===== config.mk =====
export PLATFORM = sky130hd
export DESIGN_NAME = counter_5bit_flat
export DESIGN_NICKNAME = d
export VERILOG_FILES = /design/src/rtl/counter_5bit_if.sv /design/src/rtl/counter_5bit.sv /design/src/flat_wrapper.sv
export SDC_FILE = /design/constraint.sdc
export NUM_CORES = 1
export LEC_CHECK = 0
export BUFFER_PORTS_ARGS = -buffer_cell sky130_fd_sc_hd__buf_2
export CORE_AREA = 2 2 39 41
export CTS_BUF_LIST = sky130_fd_sc_hd__clkbuf_4
export CTS_CLUSTER_SIZE = 40
export DETAILED_ROUTE_END_ITERATION = 16
export DIE_AREA = 0 0 41 43
export GPL_TIMING_DRIVEN = 1
export PLACE_DENSITY_LB_ADDON = 0.15
export SLEW_MARGIN = 15
export SYNTH_ARGS = -nofsm -noshare
export SYNTH_HDL_FRONTEND = slang
export SYNTH_SLANG_ARGS = --single-unit

===== constraint.sdc =====
create_clock -name clk -period 2 [get_ports clk]
set_input_delay 0.2 -clock clk [delete_from_list [all_inputs] [get_ports clk]]
set_output_delay 0.2 -clock clk [all_outputs]
set_load 0.03 [all_outputs]

===== src/rtl/counter_5bit_if.sv =====
// counter_5bit_if: control/status bundle for the up/down counter.
interface counter_5bit_if #(parameter int WIDTH = 5);
  logic             en;
  logic             up;
  logic             clr;
  logic             load;
  logic [WIDTH-1:0] load_val;
  logic [WIDTH-1:0] count;
  logic             tc;
  logic             wrap;
  modport master (output en, up, clr, load, load_val, input count, tc, wrap);
  modport slave  (input en, up, clr, load, load_val, output count, tc, wrap);
endinterface


===== src/rtl/counter_5bit.sv =====
// counter_5bit: up/down counter with clear, load, terminal-count and wrap pulse.
// Define COUNTER_SAT_EN to saturate at the ends instead of wrapping.
module counter_5bit #(
  parameter int WIDTH       = 5,
  parameter int RESET_VALUE = 0
) (
  input  logic           clk,
  input  logic           rst_n,
  counter_5bit_if.slave  bus
);
  logic [WIDTH-1:0] count_q, count_d, step;
  logic             wrap_q, wrap_d, at_end;
  always_comb begin
    at_end  = bus.up ? (count_q == '1) : (count_q == '0);
`ifdef COUNTER_SAT_EN
    step    = at_end ? count_q : bus.up ? count_q + 1'b1 : count_q - 1'b1;
    wrap_d  = 1'b0;
`else
    step    = bus.up ? count_q + 1'b1 : count_q - 1'b1;
    wrap_d  = !bus.clr && !bus.load && bus.en && at_end;
`endif
    count_d = bus.clr ? '0 : bus.load ? bus.load_val : bus.en ? step : count_q;
  end
  always_ff @(posedge clk or negedge rst_n)
    if (!rst_n) begin
      count_q <= WIDTH'(RESET_VALUE);
      wrap_q  <= 1'b0;
    end else begin
      count_q <= count_d;
      wrap_q  <= wrap_d;
    end
  assign bus.count = count_q;
  assign bus.wrap  = wrap_q;
  assign bus.tc    = at_end;
endmodule


===== src/flat_wrapper.sv =====
// flat-port wrapper written by rule: the top's interface ports become plain ports
module counter_5bit_flat 
#(
  parameter int WIDTH       = 5,
  parameter int RESET_VALUE = 0
)
  (clk, rst_n, bus_en, bus_up, bus_clr, bus_load, bus_load_val, bus_count, bus_tc, bus_wrap);
  counter_5bit_if #(.WIDTH(WIDTH)) bus_i ();
  input  logic clk;
  input  logic rst_n;
  input wire logic [$bits(bus_i.en)-1:0] bus_en;
  input wire logic [$bits(bus_i.up)-1:0] bus_up;
  input wire logic [$bits(bus_i.clr)-1:0] bus_clr;
  input wire logic [$bits(bus_i.load)-1:0] bus_load;
  input wire logic [$bits(bus_i.load_val)-1:0] bus_load_val;
  output wire logic [$bits(bus_i.count)-1:0] bus_count;
  output wire logic [$bits(bus_i.tc)-1:0] bus_tc;
  output wire logic [$bits(bus_i.wrap)-1:0] bus_wrap;
  assign bus_i.en = bus_en;
  assign bus_i.up = bus_up;
  assign bus_i.clr = bus_clr;
  assign bus_i.load = bus_load;
  assign bus_i.load_val = bus_load_val;
  assign bus_count = bus_i.count;
  assign bus_tc = bus_i.tc;
  assign bus_wrap = bus_i.wrap;
  counter_5bit #(.WIDTH(WIDTH), .RESET_VALUE(RESET_VALUE)) u_core (.clk(clk), .rst_n(rst_n), .bus(bus_i));
endmodule

# Word level (Yosys, flattened, before mapping)
# Index checks and enable logic that the tools add are counted.
# word_totals
register_bits,6
output_inout_bits,7
wordCells,17
# classes
add_sub_neg,2
eq_ne,1
n_mux,5
n_reduce_logical,7
# op_table
cell,n
2-to-1 mux 5 bit,4
"adder 5 x 1 -> 5 bit, second input constant",1
"equality test 5 bit, second input constant",1
logical NOT 5 bit,1
"subtractor 5 x 1 -> 5 bit, second input constant",1
logical AND 1 bit,3
nonzero test 3 bit,1
logical NOT 1 bit,2
2-to-1 mux 1 bit,1

# Depth between registers and ports, before layout
# Gate-level depths: netlist (run 1).
# logic_depth
word_depth,5
depth_mapped,6
ltp_nobuf,6

# Least setup slack after synthesis (run 1)
# No wires, ideal clock.
# synth_timing
path_type,reg-to-reg
from,"register u_core.count_q[0], in the netlist u_core.bus.count[0]"
to,"register u_core.count_q[4], in the netlist u_core.bus.count[4]"
arrival_ns,1.839
t_required_ns,1.863
slack_ns,0.024
path_stages_with_launch,7
path_buffers,0
synth_period_minus_slack_ns,1.976
cell_sequence,dfrtp_1 -> inv_1 -> fa_1 -> nand2b_1 -> a21o_1 -> a2111oi_2 -> a311oi_2
# synth_between
elab_chain_cells,5
# synth_lines
element,line_no,source
start: declaration,counter_5bit.sv:11,"logic [WIDTH-1:0] count_q, count_d, step;"
start signal: assignment,counter_5bit.sv:26,count_q <= WIDTH'(RESET_VALUE);
start signal: assignment,counter_5bit.sv:29,count_q <= count_d;
subtractor 5 x 1 -> 5 bit or adder 5 x 1 -> 5 bit (tied branches),counter_5bit.sv:19,step = bus.up ? count_q + 1'b1 : count_q - 1'b1;
2-to-1 mux 5 bit *,counter_5bit.sv:19,
2-to-1 mux 5 bit * (3 in a row),counter_5bit.sv:22,count_d = bus.clr ? '0 : bus.load ? bus.load_val : bus.en ? step : count_q;
# Mark *: on every way between the ends. The rest lies on a longest branch, timed or not. The select of a mux whose other input is x is not followed.
# A chain may end at the register's enable or synchronous reset.

# Worst setup path in the final report (run 1)
# layout_timing
from,"register u_core.count_q[1], in the netlist u_core.bus.count[1]"
to,"register u_core.count_q[4], in the netlist u_core.bus.count[4]"
# Same word-level chain as after synthesis.

==> results of run 1 <==
[cell usage in the layout (no fill, tap or decap), drive strengths merged, types with 2 or more instances in the layout]
| master | instances |
|---|---|
| mux2i | 2 |
| nor2b | 3 |
| dfrtp | 6 |
| buf | 18 |
| mux2 | 2 |
| nor2 | 10 |
| xnor2 | 3 |
| inv | 4 |
| ha | 3 |
| clkbuf | 3 |
| a21oi | 3 |
| a21o | 3 |
| nand2 | 4 |
[what timing repair did]
action	in CTS	in global routing
gates resized for setup	0	0
endpoints found under the setup margin	0	0
endpoints found under the hold margin	6	0
hold buffers	1	0
[per-layer routing]
metal	GRT usage, %	vias up
met1	23.5	212
li1	-	239
met5	0	-
met4	8.00	0
met3	1.57	2
met2	24.7	16
[critical path: stages (launching register included)]
cell	delay, ns
dfrtp_1	0.41
inv_1	0.09
fa_1	0.42
nand2b_1	0.18
a21o_1	0.19
a2111oi_2	0.32
a311oi_2	0.07
[through the flow]
stage | util, % | cells
2_1_floorplan | - | 57
3_3_place_gp | 43.9 | 89
3_5_place_dp | 43.9 | 89
4_1_cts | 46.3 | 93
5_1_grt | 46.3 | 93
6_report | 46.3 | 93
[area by class of cell]
| type | count | area [um^2] |
|---|---|---|
| clock buffer | 3 | 22.5 |
| fill | 148 | 743 |
| inverter | 4 | 15.0 |
| multi-input combinational | 45 | 330 |
| sequential | 6 | 150 |
| tap | 16 | 20.0 |
| timing repair buffer | 19 | 103 |
[registers in the layout, summed over array words and instances, names as in the netlist]
name	count
u_core.bus.count	5
u_core.bus.wrap	1
[power by group through the flow]
stage / Combinational (mW) / Sequential, mW / Clock, mW
6_report: 0.146 / 0.142 / 0.114
5_1_grt: 0.164 / 0.144 / 0.125
4_1_cts: 0.148 / 0.142 / 0.118
3_5_place_dp: 0.145 / 0.144 / 0
3_3_place_gp: 0.145 / 0.144 / 0
2_1_floorplan: 0.0865 / 0.161 / 0
[final timing paths]
check | slack, ns | endpoint | start
worst min-delay path | 0.20 | u_core.bus.count[2] | bus_load_val[2]
min in group asynchronous | 0.31 | u_core.bus.count[4] | rst_n
worst max register to register | 0.18 | u_core.bus.count[4] | u_core.bus.count[1]
max in group asynchronous | 1.54 | u_core.bus.count[0] | rst_n
worst max-delay path | 0.18 | u_core.bus.count[4] | u_core.bus.count[1]
worst min register to register | 0.68 | u_core.bus.count[3] | u_core.bus.count[3]
[kinds of logic (layout without fill, tap and decap cells)]
group	Yosys count	count (layout)	share of synthesized area [%]
AO/OA/AOI/OAI	11	11	18.0
XOR/XNOR	3	3	5.17
adder cells (fa/ha/maj)	4	4	11.3
buffers and inverters	6	26	5.42
flip-flops	6	6	29.6
multiplexers	4	4	9.11
AND/OR/NAND/NOR	23	23	21.4
==> results.md, run 1 <==
- Netlist cell types: 27
- Crit path max fanout: 5
- Post-Syn Area per Cell: 8.91 um^2
- Chip width: 41 um
- N_diodes: 0
- Total global-route track usage: 16.7%
- Worst path arrival time: 1.93 ns
- Fmax: 0.550 GHz
- Power Internal: 0.262 mW
- DRT antenna net count: 0
- H-tree depth: 1
- Core Box Area: 1380 um^2
- Full die area: 1760 um^2
- Flops & latches, synth: 6
- R2R cell count: 6
- Post-synth top cells: 10 x nor2_1, 6 x dfrtp_1, 4 x inv_1, 4 x nand2_1
- Worst Tran Pin Value: 0.299 ns
- Setup TNS: 0 ns
- Sequential area share after synthesis: 29.6%
- Iteration-0 DRC Markers: 4
- Ys flop type: dfrtp_1
- Drt pass-1 iters: 3
- Fin nets: 94
- PortBufs: 17
- Final RePlAce weighted congestion: 0.798
- Max Cap Viol: 0
- Final Worst Setup Slack: 0.181 ns
- Routed wire length on met2: 534 um
- Initial antenna violation count: 0
- Total gr overflow: 0
- Total wire length: 1130 um
- Min Tclk post-route: 1.82 ns
- Clk buf depth: 2
- Pre-CTS WS: 0.171 ns
- Ys Warns: 0
- Vias in the first global route: 468
- RSZ-0062 raised after global routing: no
- WS Path Type: register to register
- Maximum number of pins on one net before global-route repair: 14
- Initial core utilization: 36.7%
- Clock slew at reported path FFs: 0.05 ns
- Hold Slack: 0.197 ns
- Met1 WL: 518 um
- Mapped cell area: 508 um^2
- Seq pwr share: 35.4%
- Synth top area cells: dfrtp_1 30%, ha_1 7.4%, nor2_1 7.4%
- Ratio of cells with drive above 1 in the final layout: 33.8%
- Kind of end point of the critical path: register
- First-pass GRT wire length: 2010 um
- Share of the synthesized area in the top cell type: 29.6%
- Relative slew margins: 80.0%
- Hpwl dp: 887 um
- Worst hold path class: input port to register
- Post-synth EDFFs: 0
- Row cnt: 14
- Metal3 WL: 70 um
- Skew-Pair Late Insertion Delay: 0.24 ns
- Placed cell areas: 608 um^2
- CTS tree: done
- Synth Net Count: 72
- Fin crit share: 90.9%
- Vias: 469
- TritonCTS buffer count: 3
- Max layer used: met4
- Net Sw Frac: 34.9%
- Crit path launch type: register
- Clock power frac: 28.4%
- Die height: 43 um
- Hold path cells: 3
- Vias/cell: 5.04
- Total power divided by cell area: 627 nW/um^2
- Final hold vios: 0
- Most frequent cell after synthesis: nor2_1
- Leakage Power: 0.328 nW
- Combinational Power Share: 36.2%
- Synth area leader: dfrtp_1
- Switching Power: 0.140 mW
- Run status: complete, no violations
- Total power: 0.402 mW
- Synthesized instance count: 57
- WL per Instance: 12.2 um
- Clock tree root driver cell: clkbuf_4
- Num ports: 18
- Pins Over Slew Limit: 0
- Max VDD drop: 170 uV
- Synth-to-layout area growth: 26.1%
- Final setup violation count: 0
- Worst clock skew: 0.00264 ns
- DRC viols: 0
- Final Cell Area: 641 um^2
- Post-synth ARST share: 100%
- Req. time, crit path: 2.11 ns
- Clk sink count: 6
- Setup bufs post-CTS: 0
No activity file was read; power rests on OpenSTA's default activity.
==> inputs of run 2 (changes only) <==
Settings changed: BUFFER_PORTS_ARGS -buffer_cell sky130_fd_sc_hd__buf_2 to not set, DONT_BUFFER_PORTS set to 1.
Clock period 2 ns to 2.01 ns, I/O delays scaled along.
==> run 2 against run 1 <==
Net effect: via count down 10%; flip-flop and latch count unchanged; wire length up 11%; critical path type unchanged; critical endpoint unchanged; largest cell class unchanged.
==> results.md, run 2 (synthesized netlist as in run 1, its figures left out) <==
- Synth-to-layout area growth: 15.8%
- Crit path launch type: register
- Row cnt: 14 (unchanged)
- Pre-CTS WS: 0.263 ns (+0.0912 ns)
- Clock slew at reported path FFs: 0.05 ns (about the same)
- Critical path's top delay family: compound AO/OA/AOI/OAI gates
- Crit path max fanout: 2 (-3)
- Placed cell areas: 546 um^2 (-10%)
- # resized after CTS: 0 (unchanged)
- Cts hold-fix bufs: 1 (unchanged)
- Initial antenna violation count: 0 (unchanged)
- Clock tree root driver cell: clkbuf_4
- DRT antenna net count: 0 (unchanged)
- FF-to-FF End: u_core.bus.count[4]
- Min Tclk post-route: 1.75 ns (-0.0692 ns)
- Worst Tran Pin Value: 0.636 ns (+0.337 ns)
- Hpwl dp: 952 um (+7.3%)
- Drt pass-1 iters: 4 (+1)
- Worst clock skew: 0.00554 ns (+0.00290 ns)
- Total wire length: 1250 um (+11%)
- Max VDD drop: 240 uV (+41%)
- Worst hold path class: input port to register
- Worst path arrival time: 1.86 ns (-0.07 ns)
- Buffers & Inverters on Critical Path: 1 (unchanged)
- Fin crit share: 87.1% (-3.9 points)
- Final setup violation count: 0 (unchanged)
- Most common cell after layout, fill and taps aside: nor2_1
- Chip width: 41 um (unchanged)
- WS Path Type: register to register
- DRC viols: 0 (unchanged)
- H-tree depth: 1 (unchanged)
- Final Cell Area: 588 um^2 (-8.2%)
- Leakage Power: 0.274 nW (-17%)
- Final RePlAce weighted congestion: 0.803 (+0.65%)
- Max reg flops: 5 (unchanged)
- CP max-delay cell: fa_1
- Total global-route track usage: 16.8% (+0.12 points)
- PortBufs: 0 (-17)
- Relative slew margins: 57.3% (-23 points)
- Maximum number of pins on one net before global-route repair: 14 (unchanged)
- Total power divided by cell area: 650 nW/um^2 (+3.6%)
- Max Cap Viol: 0 (unchanged)
- Flop-to-flop setup slack: 0.26 ns (+0.08 ns)
- Vias/cell: 5.25 (+4.1%)
- Final Worst Setup Slack: 0.260 ns (+0.0792 ns)
- Iteration-0 DRC Markers: 12 (+8)
- Run status: complete, no violations
- Clk sink count: 6 (unchanged)
- Worst Min Path Start: bus_clr
- Critical Path Stages: 6 (unchanged)
- Total power: 0.382 mW (-4.9%)
- Skew-Pair Late Insertion Delay: 0.24 ns (about the same)
- R2R cell count: 6 (unchanged)
- Vias: 420 (-10%)
- Worst Setup EP: u_core.bus.count[4]
- First-pass GRT wire length: 1970 um (-1.7%)
- Req. time, crit path: 2.12 ns (about the same)
- Core Box Area: 1380 um^2 (unchanged)
- Clk buf depth: 2 (unchanged)
- CTS tree: done
- Setup TNS: 0 ns (unchanged)
- Fin nets: 81 (-14%)
- N_diodes: 0 (unchanged)
- Final hold vios: 0 (unchanged)
- RSZ-0062 raised after global routing: no
- Ratio of cells with drive above 1 in the final layout: 18.8% (-15 points)
- Commonest non-fill, non-tap cells in the layout: 10 x nor2_1, 6 x dfrtp_1, 4 x inv_1, 4 x nand2_1, 4 x buf_4
- Fill count: 137 (-7.4%)
- Crit. Startpoint: u_core.bus.count[0]
- WL per Instance: 15.7 um (+29%)
- Num ports: 18 (unchanged)
- Initial core utilization: 36.7% (unchanged)
- Total gr overflow: 0 (unchanged)
- Pins Over Slew Limit: 0 (unchanged)
- Crit-path max cell delay: 0.44 ns (+0.02 ns)
- Kind of end point of the critical path: register
- Die height: 43 um (unchanged)
- Full die area: 1760 um^2 (unchanged)
- Setup bufs post-CTS: 0 (unchanged)
- Worst r2r src: u_core.bus.count[0]
- TritonCTS buffer count: 3 (unchanged)
- Vias in the first global route: 436 (-6.8%)
- Crit path cell chain: inv_1, fa_1, nand2b_1, a21o_1, a2111oi_2, a311oi_2
- Fmax: 0.572 GHz (+4.0%)
==> run 2: per-layer routing <==
metal	part of all wire [%]	GRT usage, %	vias to the layer above
met3	7.7	8.38	2
met1	47	20.8	185
li1	-	-	214
met2	44	25.3	19
met5	0	0	-
met4	1.1	4.00	0
==> run 2: stage by stage <==
stage / hold WS, ns / utilization, % / instances
after floorplan: -0.0946 / - / 57
after global placement: -0.0944 / 39.4 / 75
after detailed placement: -0.0944 / 39.4 / 75
after CTS: 0.00350 / 41.8 / 79
after global routing: 0.00547 / 42.5 / 80
final: 0.0181 / 42.5 / 80
==> run 2: how the worst min path moves through the flow <==
stage               slack, ns  cells after the start             endpoint
floorplan               -0.09                      0  u_core.bus.count[0]
global placement        -0.09                      0      u_core.bus.wrap
detailed placement      -0.09                      0  u_core.bus.count[1]
CTS                     0.003                      1  u_core.bus.count[3]
global route            0.005                      1  u_core.bus.count[0]
finish                   0.02                      1  u_core.bus.count[0]
==> run 2: cell type report <==
class                           count  area, um^2  area share [%]
Sequential cell                     6         150            25.5
Tap cell                           16        20.0            3.40
Inverter                            4        15.0            2.55
Clock buffer                        3        22.5            3.83
Timing Repair Buffer                6        50.0            8.51
Multi-Input combinational cell     45         330            56.2
==> run 2: power by group <==
group | internal (mW) | switching [mW] | total, mW
Combinational | 0.0578 | 0.0711 | 0.129
Clock | 0.0676 | 0.0442 | 0.112
Sequential | 0.130 | 0.0114 | 0.141
